===== src/rtl/instr_issuer_pkg.sv =====
// rtl/instr_issuer_pkg.sv - opcode map, instruction field layout and FSM states for instr_issuer
package instr_issuer_pkg;

  localparam logic [3:0] OP_IMM_FIRST = 4'd6;
  localparam logic [3:0] OP_IMM_LAST  = 4'd10;
  localparam logic [3:0] OP_HALT      = 4'd15;

  localparam int FIELD_W = 4;
  localparam int OPC_LSB = 12;
  localparam int RC_LSB  = 8;
  localparam int RA_LSB  = 4;
  localparam int RB_LSB  = 0;

  typedef enum logic [2:0] {
    ST_IDLE,
    ST_FETCH,
    ST_ISSUE,
    ST_WB,
    ST_HALT
  } state_t;

  function automatic logic is_imm_op(input logic [3:0] op);
    return (op >= OP_IMM_FIRST) && (op <= OP_IMM_LAST);
  endfunction

endpackage


===== src/rtl/instr_buffer.sv =====
// rtl/instr_buffer.sv - program store: DEPTH x 16 words, append-only write, asynchronous read
module instr_buffer #(
  parameter int DEPTH = 16,
  parameter int AW    = $clog2(DEPTH),
  parameter int CW    = AW + 1
) (
  input  logic          clk,
  input  logic          rst_n,
  input  logic          wr_en,
  input  logic [15:0]   wr_data,
  input  logic [AW-1:0] rd_addr,
  output logic [15:0]   rd_data,
  output logic [CW-1:0] count,
  output logic          full
);

  logic [15:0]   mem [DEPTH];
  logic [AW-1:0] wr_ptr;

  assign full    = (count == CW'(DEPTH));
  assign rd_data = mem[rd_addr];

  // Contents survive reset; count=0 alone makes stale words unreachable.
  always_ff @(posedge clk) begin
    if (wr_en && !full) begin
      mem[wr_ptr] <= wr_data;
    end
  end

  always_ff @(posedge clk) begin
    if (!rst_n) begin
      wr_ptr <= '0;
      count  <= '0;
    end else if (wr_en && !full) begin
      wr_ptr <= wr_ptr + 1'b1;
      count  <= count + 1'b1;
    end
  end

endmodule


===== src/rtl/instr_issuer.sv =====
// rtl/instr_issuer.sv - program buffer playback and instruction issue FSM; INSTR_ISSUER_STEP_EN adds single-step gating
module instr_issuer
  import instr_issuer_pkg::*;
#(
  parameter int DEPTH = 16
) (
  input  logic        clk,
  input  logic        rst_n,
  input  logic        load_valid,
  input  logic [15:0] load_instr,
  output logic        load_ready,
  input  logic        run,
  input  logic        step,
  output logic        iss_valid,
  input  logic        iss_ready,
  output logic [3:0]  iss_opcode,
  output logic [3:0]  iss_rc,
  output logic [3:0]  iss_ra,
  output logic [3:0]  iss_rb,
  output logic [15:0] iss_imm,
  output logic        iss_imm_sel,
  output logic        iss_wr,
  output logic [3:0]  pc,
  output logic        halted
);

  localparam int AW = $clog2(DEPTH);
  localparam int CW = AW + 1;

  state_t        state;
  logic [CW-1:0] count;
  logic          full;
  logic [15:0]   word;
  logic [3:0]    opc;
  logic          load_en;
  logic          advance;

  assign load_ready = (state == ST_IDLE) && !full;
  assign load_en    = load_valid && load_ready;
  assign opc        = word[OPC_LSB +: FIELD_W];

  instr_buffer #(.DEPTH(DEPTH)) u_buffer (
    .clk     (clk),
    .rst_n   (rst_n),
    .wr_en   (load_en),
    .wr_data (load_instr),
    .rd_addr (pc[AW-1:0]),
    .rd_data (word),
    .count   (count),
    .full    (full)
  );

`ifdef INSTR_ISSUER_STEP_EN
  logic step_q;
  logic step_pending;
  logic step_edge;

  assign step_edge = step && !step_q;
  assign advance   = step_pending || step_edge;

  // An edge seen while the current instruction is in flight is kept for its WB.
  always_ff @(posedge clk) begin
    if (!rst_n) begin
      step_q       <= 1'b0;
      step_pending <= 1'b0;
    end else begin
      step_q <= step;
      case (state)
        ST_FETCH, ST_ISSUE: if (step_edge) step_pending <= 1'b1;
        default:            step_pending <= 1'b0;
      endcase
    end
  end
`else
  logic unused_step;
  assign unused_step = step;
  assign advance     = 1'b1;
`endif

  always_ff @(posedge clk) begin
    if (!rst_n) begin
      state       <= ST_IDLE;
      pc          <= '0;
      halted      <= 1'b0;
      iss_valid   <= 1'b0;
      iss_wr      <= 1'b0;
      iss_opcode  <= '0;
      iss_rc      <= '0;
      iss_ra      <= '0;
      iss_rb      <= '0;
      iss_imm     <= '0;
      iss_imm_sel <= 1'b0;
    end else begin
      iss_wr <= 1'b0;
      case (state)
        ST_IDLE: begin
          if (run && (count != '0)) state <= ST_FETCH;
        end
        ST_FETCH: begin
          if (opc == OP_HALT) begin
            state  <= ST_HALT;
            halted <= 1'b1;
          end else if (opc > OP_IMM_LAST) begin
            state <= ST_WB;
          end else begin
            state       <= ST_ISSUE;
            iss_valid   <= 1'b1;
            iss_opcode  <= opc;
            iss_rc      <= word[RC_LSB +: FIELD_W];
            iss_rb      <= word[RB_LSB +: FIELD_W];
            iss_imm_sel <= is_imm_op(opc);
            if (is_imm_op(opc)) begin
              iss_ra  <= '0;
              iss_imm <= {12'd0, word[RA_LSB +: FIELD_W]};
            end else begin
              iss_ra  <= word[RA_LSB +: FIELD_W];
              iss_imm <= '0;
            end
          end
        end
        ST_ISSUE: begin
          if (iss_ready) begin
            iss_valid <= 1'b0;
            iss_wr    <= 1'b1;
            state     <= ST_WB;
          end
        end
        ST_WB: begin
          if (advance) begin
            if (({1'b0, pc} + 5'd1) < 5'(count)) begin
              pc    <= pc + 4'd1;
              state <= ST_FETCH;
            end else begin
              state  <= ST_HALT;
              halted <= 1'b1;
            end
          end
        end
        ST_HALT: begin
          if (!run) begin
            state  <= ST_IDLE;
            pc     <= '0;
            halted <= 1'b0;
          end
        end
        default: state <= ST_IDLE;
      endcase
    end
  end

endmodule


===== config.mk =====
export PLATFORM = sky130hd
export DESIGN_NAME = instr_issuer
export DESIGN_NICKNAME = d
export VERILOG_FILES = /design/src/rtl/instr_issuer_pkg.sv /design/src/rtl/instr_buffer.sv /design/src/rtl/instr_issuer.sv
export SDC_FILE = /design/constraint.sdc
export NUM_CORES = 1
export LEC_CHECK = 0
export ABC_AREA = 0
export CAP_MARGIN = 40
export CORE_UTILIZATION = 67
export CTS_BUF_LIST = sky130_fd_sc_hd__clkbuf_4 sky130_fd_sc_hd__clkbuf_8
export CTS_CLUSTER_DIAMETER = 60
export DETAILED_ROUTE_END_ITERATION = 7
export PLACE_DENSITY = 0.9
export SYNTH_ARGS = -nofsm -noshare
export SYNTH_HDL_FRONTEND = slang
export SYNTH_SLANG_ARGS = --single-unit

===== constraint.sdc =====
create_clock -name clk -period 5.37 [get_ports clk]
set_input_delay 0.537 -clock clk [delete_from_list [all_inputs] [get_ports clk]]
set_output_delay 0.537 -clock clk [all_outputs]
set_load 0.02 [all_outputs]

==> impl_metrics.yaml <==
setup_path:
  end_kind: "flip-flop"
  r2r_setup_slack_ns: 1.96
  worst-setup-path-type: "flip-flop to flip-flop"
  worstSetupEndpoint: "u_buffer.mem[15][14]$_DFFE_PP_"
  cp_cell_sequence: "inv_1, ha_1, nor3b_1, a2111oi_0, and2_1, and3_1, and2_1, buf_8"
  path_max_fanout: 11
  r2r_end: "u_buffer.mem[15][14]$_DFFE_PP_"
  reg2reg_depth: 8
  critPathArrivalTime_ns: 3.66
  crit_start: "u_buffer.count[0]$_SDFFE_PN0P_"
  max_stage_delay_ns: 0.65
  crit_path_frequent_cell: "and2_1"
  path_delay_family: "simple AND/OR/NAND/NOR gates"
  crit_buf_inv: 2
  crit_cells: 8
  setup.worst_path.start_class: "flip-flop"
  slowest_stage: "a2111oi_0"
  crit_required_ns: 5.62
  r2r_start: "u_buffer.count[0]$_SDFFE_PN0P_"
cells_and_area:
  diodes: 0
  area_growth_pct: 16.2
  drive_gt1_share_pct: 24.6
  final_cell_area_um2: 13800
  stdcell_count: 977
  nets: 749
outcome:
  status: "finished, final reports clean"
clock_network:
  post_cts_buffers: 0
  numCtsBuffers: 46
  cts.root.buffer_cell: "clkbuf_8"
  h-tree-depth: 2
  path_clk_slew_ns: 0.06
  holdBufCountCts: 0
  cts_sinks: 300
  cts_resized: 0
  clockBufferDepth: 3
  cts_tree: "done"
  clock_latency_ns: 0.56
synthesis:
  synth_edf_count: 256
  ys_ff_latch: 300
  seq_area_frac_synth_pct: 72.3
  syn_area_um2: 11900
  synthFlopType: "edfxtp_1"
  yosysTopAreaCell: "edfxtp_1"
  synth_top_area_share_pct: 64.8
  syn_avg_cell_area_um2: 19.0
  yosysUniqueCellTypes: 51
  synthArstFlopShare_pct: 0
  synth_common_cells: "edfxtp_1 (256), mux4_2 (76), nand2_1 (55)"
  ys_top_cells_by_area: "edfxtp_1 (65%), mux4_2 (14%), dfxtp_1 (7.4%)"
  syn_inst: 623
  yosysMostFrequentCell: "edfxtp_1"
  yosysWarnings: 0
die:
  die_w_um: 135
  initial_core_util_pct: 68.5
  die_area_um2: 18200
  pin_count: 63
  die_height_um: 135
  core-area_um2: 17300
  rows: 48
detailed_routing:
  wl_met1_um: 9510
  antenna_left: 0
  first_pass_iters: 5
  via_count: 6463
  first_iter_violations: 624
  via_per_inst: 6.62
  wl_met2_um: 13900
  remaining_drc_errors: 0
  wl_um: 27200
  topRoutingLayerUsed: "met4"
  routedWlPerCell_um: 27.8
  met3_wirelength_um: 2280
pwr:
  fin_total_pwr_mw: 5.50
  p_sw_mw: 1.40
  power_density_nw_per_um2: 399
  seq_power_share_pct: 50.3
  p_int_mw: 4.10
  p_comb_share_pct: 14.3
  leakagePower_nw: 4.58
  clkPwrFrac_pct: 35.4
  swShare_pct: 25.5
  ir_worst_vdd_v: 0.000273
placement:
  placed_area_um2: 12800
  place.gp.congestion: 0.833
  dp.cells: 893
  portBuffers: 49
  hpwlAfterDp_um: 16800
global_routing:
  grt_pass1_wl_um: 39900
  track_usage_pct: 31.6
  antenna_found_initial: 0
  grt_max_degree: 44
  grt_pass1_vias: 6614
  grt_overflow_total: 0
sta:
  fmax_mhz: 293
  tns_ns: 0
  post-route-period-util_pct: 63.5
  fin_skew_ns: 0.0253
  fin_crit_ns: 3.41
  setup_viol: 0
  drv_slew: 0
  rsz0062_at_grt: "no"
  tightest_slew_ns: 0.697
  slew_headroom_pct: 52.4
  hold_viol: 0
min_path:
  min_path_type: "flip-flop to flip-flop"
run:
  drv_cap: 0
## layout by cell type, fill, tap and decap left out, drive strengths merged, types with 2 or more instances in the layout
| cell type | netlist | routed |
|---|---|---|
| nor3b | 2 | 2 |
| a211oi | 3 | 3 |
| a22oi | 8 | 8 |
| buf | 30 | 24 |
| nand2b | 2 | 2 |
| nor3 | 2 | 2 |
| inv | 8 | 9 |
| o21a | 3 | 3 |
| and2 | 22 | 22 |
| clkinv | 1 | 13 |
| o21ai | 3 | 3 |
| xor2 | 3 | 3 |
| a32o | 2 | 2 |
| clkdlybuf4s50 | 0 | 49 |
| nor2 | 14 | 14 |
| a21oi | 9 | 9 |
| nand4 | 3 | 3 |
| mux2i | 20 | 20 |
| ha | 11 | 11 |
| xnor2 | 7 | 7 |
| nand3 | 4 | 4 |
| and3 | 2 | 2 |
| conb | 1 | 12 |
| edfxtp | 256 | 256 |
| mux4 | 76 | 76 |
| nor2b | 4 | 4 |
| o221ai | 3 | 3 |
| clkbuf | 9 | 69 |
| nand2 | 57 | 57 |
| dfxtp | 44 | 44 |
## cell families after synthesis
| family | count (synthesis) | share of synthesized area, % |
|---|---|---|
| flip-flops | 300 | 72.3 |
| multiplexers | 96 | 16.1 |
| AO/OA/AOI/OAI | 40 | 2.59 |
| other | 1 | 0.0316 |
| AND/OR/NAND/NOR | 117 | 4.71 |
| buffers and inverters | 48 | 2.38 |
| XOR/XNOR | 10 | 0.739 |
| adder cells (fa/ha/maj) | 11 | 1.16 |
## stage by stage
step | utilization (%) | hold slack (ns) | worst slack [ns]
2_1_floorplan | - | 0.466 | 1.81
3_3_place_gp | 72.0 | 0.433 | 1.98
3_5_place_dp | 74.1 | 0.441 | 2.00
4_1_cts | 79.7 | 0.451 | 1.97
5_1_grt | 79.7 | 0.476 | 1.77
6_report | 79.7 | 0.450 | 1.96
## registers in the layout, indices dropped and copies added (netlist names), named ones only
signal,flops
u_buffer.mem,256
u_buffer.count,5
iss_imm,4
iss_opcode,4
iss_ra,4
iss_rb,4
iss_rc,4
pc,4
u_buffer.wr_ptr,4
state,3
halted,1
iss_imm_sel,1
iss_valid,1
iss_wr,1
## layout make-up
| cell class | count | area (µm²) |
|---|---|---|
| clock buffer | 69 | 862 |
| clock inverter | 15 | 98.8 |
| multi-input combinational | 286 | 3050 |
| fill | 792 | 3520 |
| sequential | 300 | 8570 |
| tap | 225 | 282 |
| inverter | 9 | 33.8 |
| timing repair buffer | 73 | 880 |
## worst min-delay path by stage
| stage | from | end | slack (ns) | depth (start not counted) |
|---|---|---|---|---|
| 6_report | iss_valid$_SDFFE_PN0P_ | iss_valid$_SDFFE_PN0P_ | 0.45 | 2 |
| 5_1_grt | iss_valid$_SDFFE_PN0P_ | iss_valid$_SDFFE_PN0P_ | 0.48 | 2 |
| 4_1_cts | iss_valid$_SDFFE_PN0P_ | iss_valid$_SDFFE_PN0P_ | 0.45 | 2 |
| 3_5_place_dp | iss_valid$_SDFFE_PN0P_ | iss_valid$_SDFFE_PN0P_ | 0.44 | 2 |
| 3_3_place_gp | iss_valid$_SDFFE_PN0P_ | iss_valid$_SDFFE_PN0P_ | 0.43 | 2 |
| 2_1_floorplan | u_buffer.count[1]$_SDFFE_PN0P_ | u_buffer.count[1]$_SDFFE_PN0P_ | 0.47 | 2 |
## tightest hold or removal path: cells and delay by family, from the launching register on
kind                   cells  cell delay [ns]
flip-flops                 1             0.30
buffers and inverters      1             0.05
AO/OA/AOI/OAI              1             0.05
## routing by layer
layer	track usage, %	vias to the layer above
met5	0	-
met4	17.0	0
met3	7.92	104
met2	53.0	436
met1	38.0	3274
li1	-	2649
## power by group through the flow
stage	clock network (mW)	registers (mW)	logic [mW]
3_3_place_gp	0	2.79	0.675
6_report	1.95	2.77	0.789
4_1_cts	1.96	2.77	0.784
3_5_place_dp	0	2.81	0.774
5_1_grt	2.06	2.78	0.842
2_1_floorplan	0	2.82	0.434
Note: power is estimated with default switching activity, not from simulation.
==> patch (config.mk and constraints unchanged) <==
`DEPTH` is set to 16 in 2 places; all go to 8. Comments in the files are not updated.
--- a/src/rtl/instr_buffer.sv
+++ b/src/rtl/instr_buffer.sv
@@ -1,6 +1,6 @@
 // rtl/instr_buffer.sv - program store: DEPTH x 16 words, append-only write, asynchronous read
 module instr_buffer #(
-  parameter int DEPTH = 16,
+  parameter int DEPTH = 8,
   parameter int AW    = $clog2(DEPTH),
   parameter int CW    = AW + 1
 ) (
--- a/src/rtl/instr_issuer.sv
+++ b/src/rtl/instr_issuer.sv
@@ -2,7 +2,7 @@
 module instr_issuer
   import instr_issuer_pkg::*;
 #(
-  parameter int DEPTH = 16
+  parameter int DEPTH = 8
 ) (
   input  logic        clk,
   input  logic        rst_n,
Formal check against the unedited RTL: no difference found for any inputs over 4 cycles, from zero or initial values and one cycle with rst_n low; that may be too few to reach the edited logic, so the function may still have changed.
==> patch against the unedited design <==
  * Total power down 43%
  * Count of clock-buffer cells in the layout down 51
  * Worst hold slack better by 0.010 ns
  * Core utilization up 0.63 points
  * Critical path depth down 2
  * Synthesized area down 42%
  * Synthesized cell count down 33%
  * Final area down 43%
  * Worst setup slack better by 0.10 ns
  * Combinational power down 23%
  * Final cell count down 37%
  * Sequential share of layout area down 3.3 points
  * Sequential cell count down 131
  * Wire length down 50%
  * Highest routed layer unchanged
==> patch: results <==
[outcome]
status = "finished, final reports clean"

[worst_setup_path]
cp.arrival_ns = 3.68
critPathBufInv = 1
cpMaxStageDelayCell = "o21ai_4"
reg2reg_depth = 6
path_delay_family = "multiplexers"
slowest_delay_ns = 0.77
cp_max_fo = 22

[yosys]
syn_area_per_cell_sq_um = 16.5
synth_area_leaders = "edfxtp_1, dfxtp_1, mux4_2"
seq_area_frac_synth_pct = 68.0
synth_cell_types = 50
yosysWarnings = 0

[clock_tree]
cts.clk_slew.worst_paths_ns = 0.09
cts_buffers = 17
cts.path.max_buffers = 2

[power_and_ir_drop]
ir_drop_mv = 0.268
p_comb_share_pct = 19.5
switchingPower_mw = 0.899
p_leak_nw = 2.51
p_per_area_nw_per_um2 = 395

[detailed_routing]
routedWlPerCell_um = 22.0
drt_iter0_markers = 309
vias = 3801

[cells_and_area]
layout.nets = 502
stdcell_count = 619
drive_gt1_share_pct = 19.8
largest_register_ff_count = 128

[grt]
grt_usage_pct = 28.2
grt_max_degree = 42

[placed_design]
pre_cts_ws_ns = 2.07
post-dp-hpwl_mm = 8.33
dp.cells = 587

[sta]
max_freq_mhz = 302
slew_headroom_pct = 37.3

[hold_path]
hp-start = "iss_opcode[1]"
## patch: cell count changes after synthesis, moves of 4 or more
| cell | delta |
|---|---|
| edfxtp_1 | -128 |
| mux4_2 | -44 |
| and2_1 | -22 |
| nand2_1 | -21 |
| nand2b_1 | +9 |
| o211ai_1 | +9 |
| buf_2 | -6 |
| a22oi_1 | -5 |
| nand3_1 | +5 |
| o2111ai_1 | +5 |
| ha_1 | -4 |
| mux2_2 | +4 |
| mux2i_4 | +4 |
## patch: worst reg2reg max path, stage by stage, from the launching register on
cell     delay (ns)
dfxtp_2        0.75
buf_4          0.44
mux4_2         0.62
mux2i_4        0.21
nor2_1         0.12
o21ai_4        0.77
mux2i_1        0.31
## patch: cell families after synthesis
family	count (synthesis)	share of synthesized area [%]
mux	58	15.1
simple gates	88	6.25
fa+ha+maj	7	1.28
compound gates	46	5.03
flops	169	68.0
buf+inv	39	3.30
other cells	1	0.0546
xor+xnor	8	1.02
## patch: final cells by class
class                      count  area [sq um]
inverter                       6          22.5
clock inverter                14           163
sequential                   169          4670
clock buffer                  18           241
timing repair buffer          60           596
tap                          133           166
multi-input combinational    219          2060
fill                         502          1940
## patch: worst paths after layout
| check | to |
|---|---|
| max | iss_rb[0] |
| min | iss_opcode[1] |
| max reg2reg | iss_rb[0] |
| min reg2reg | iss_opcode[1] |
## patch: metal layers
layer | track usage (%) | vias to the layer above | wire length [um] | share of wire, %
li1 | - | 1714 | - | -
met1 | 34.5 | 1897 | 5370 | 39
met2 | 49.4 | 161 | 7290 | 53
met3 | 6.25 | 29 | 649 | 4.8
met4 | 11.2 | 0 | 325 | 2.4
met5 | 0 | - | 0 | 0
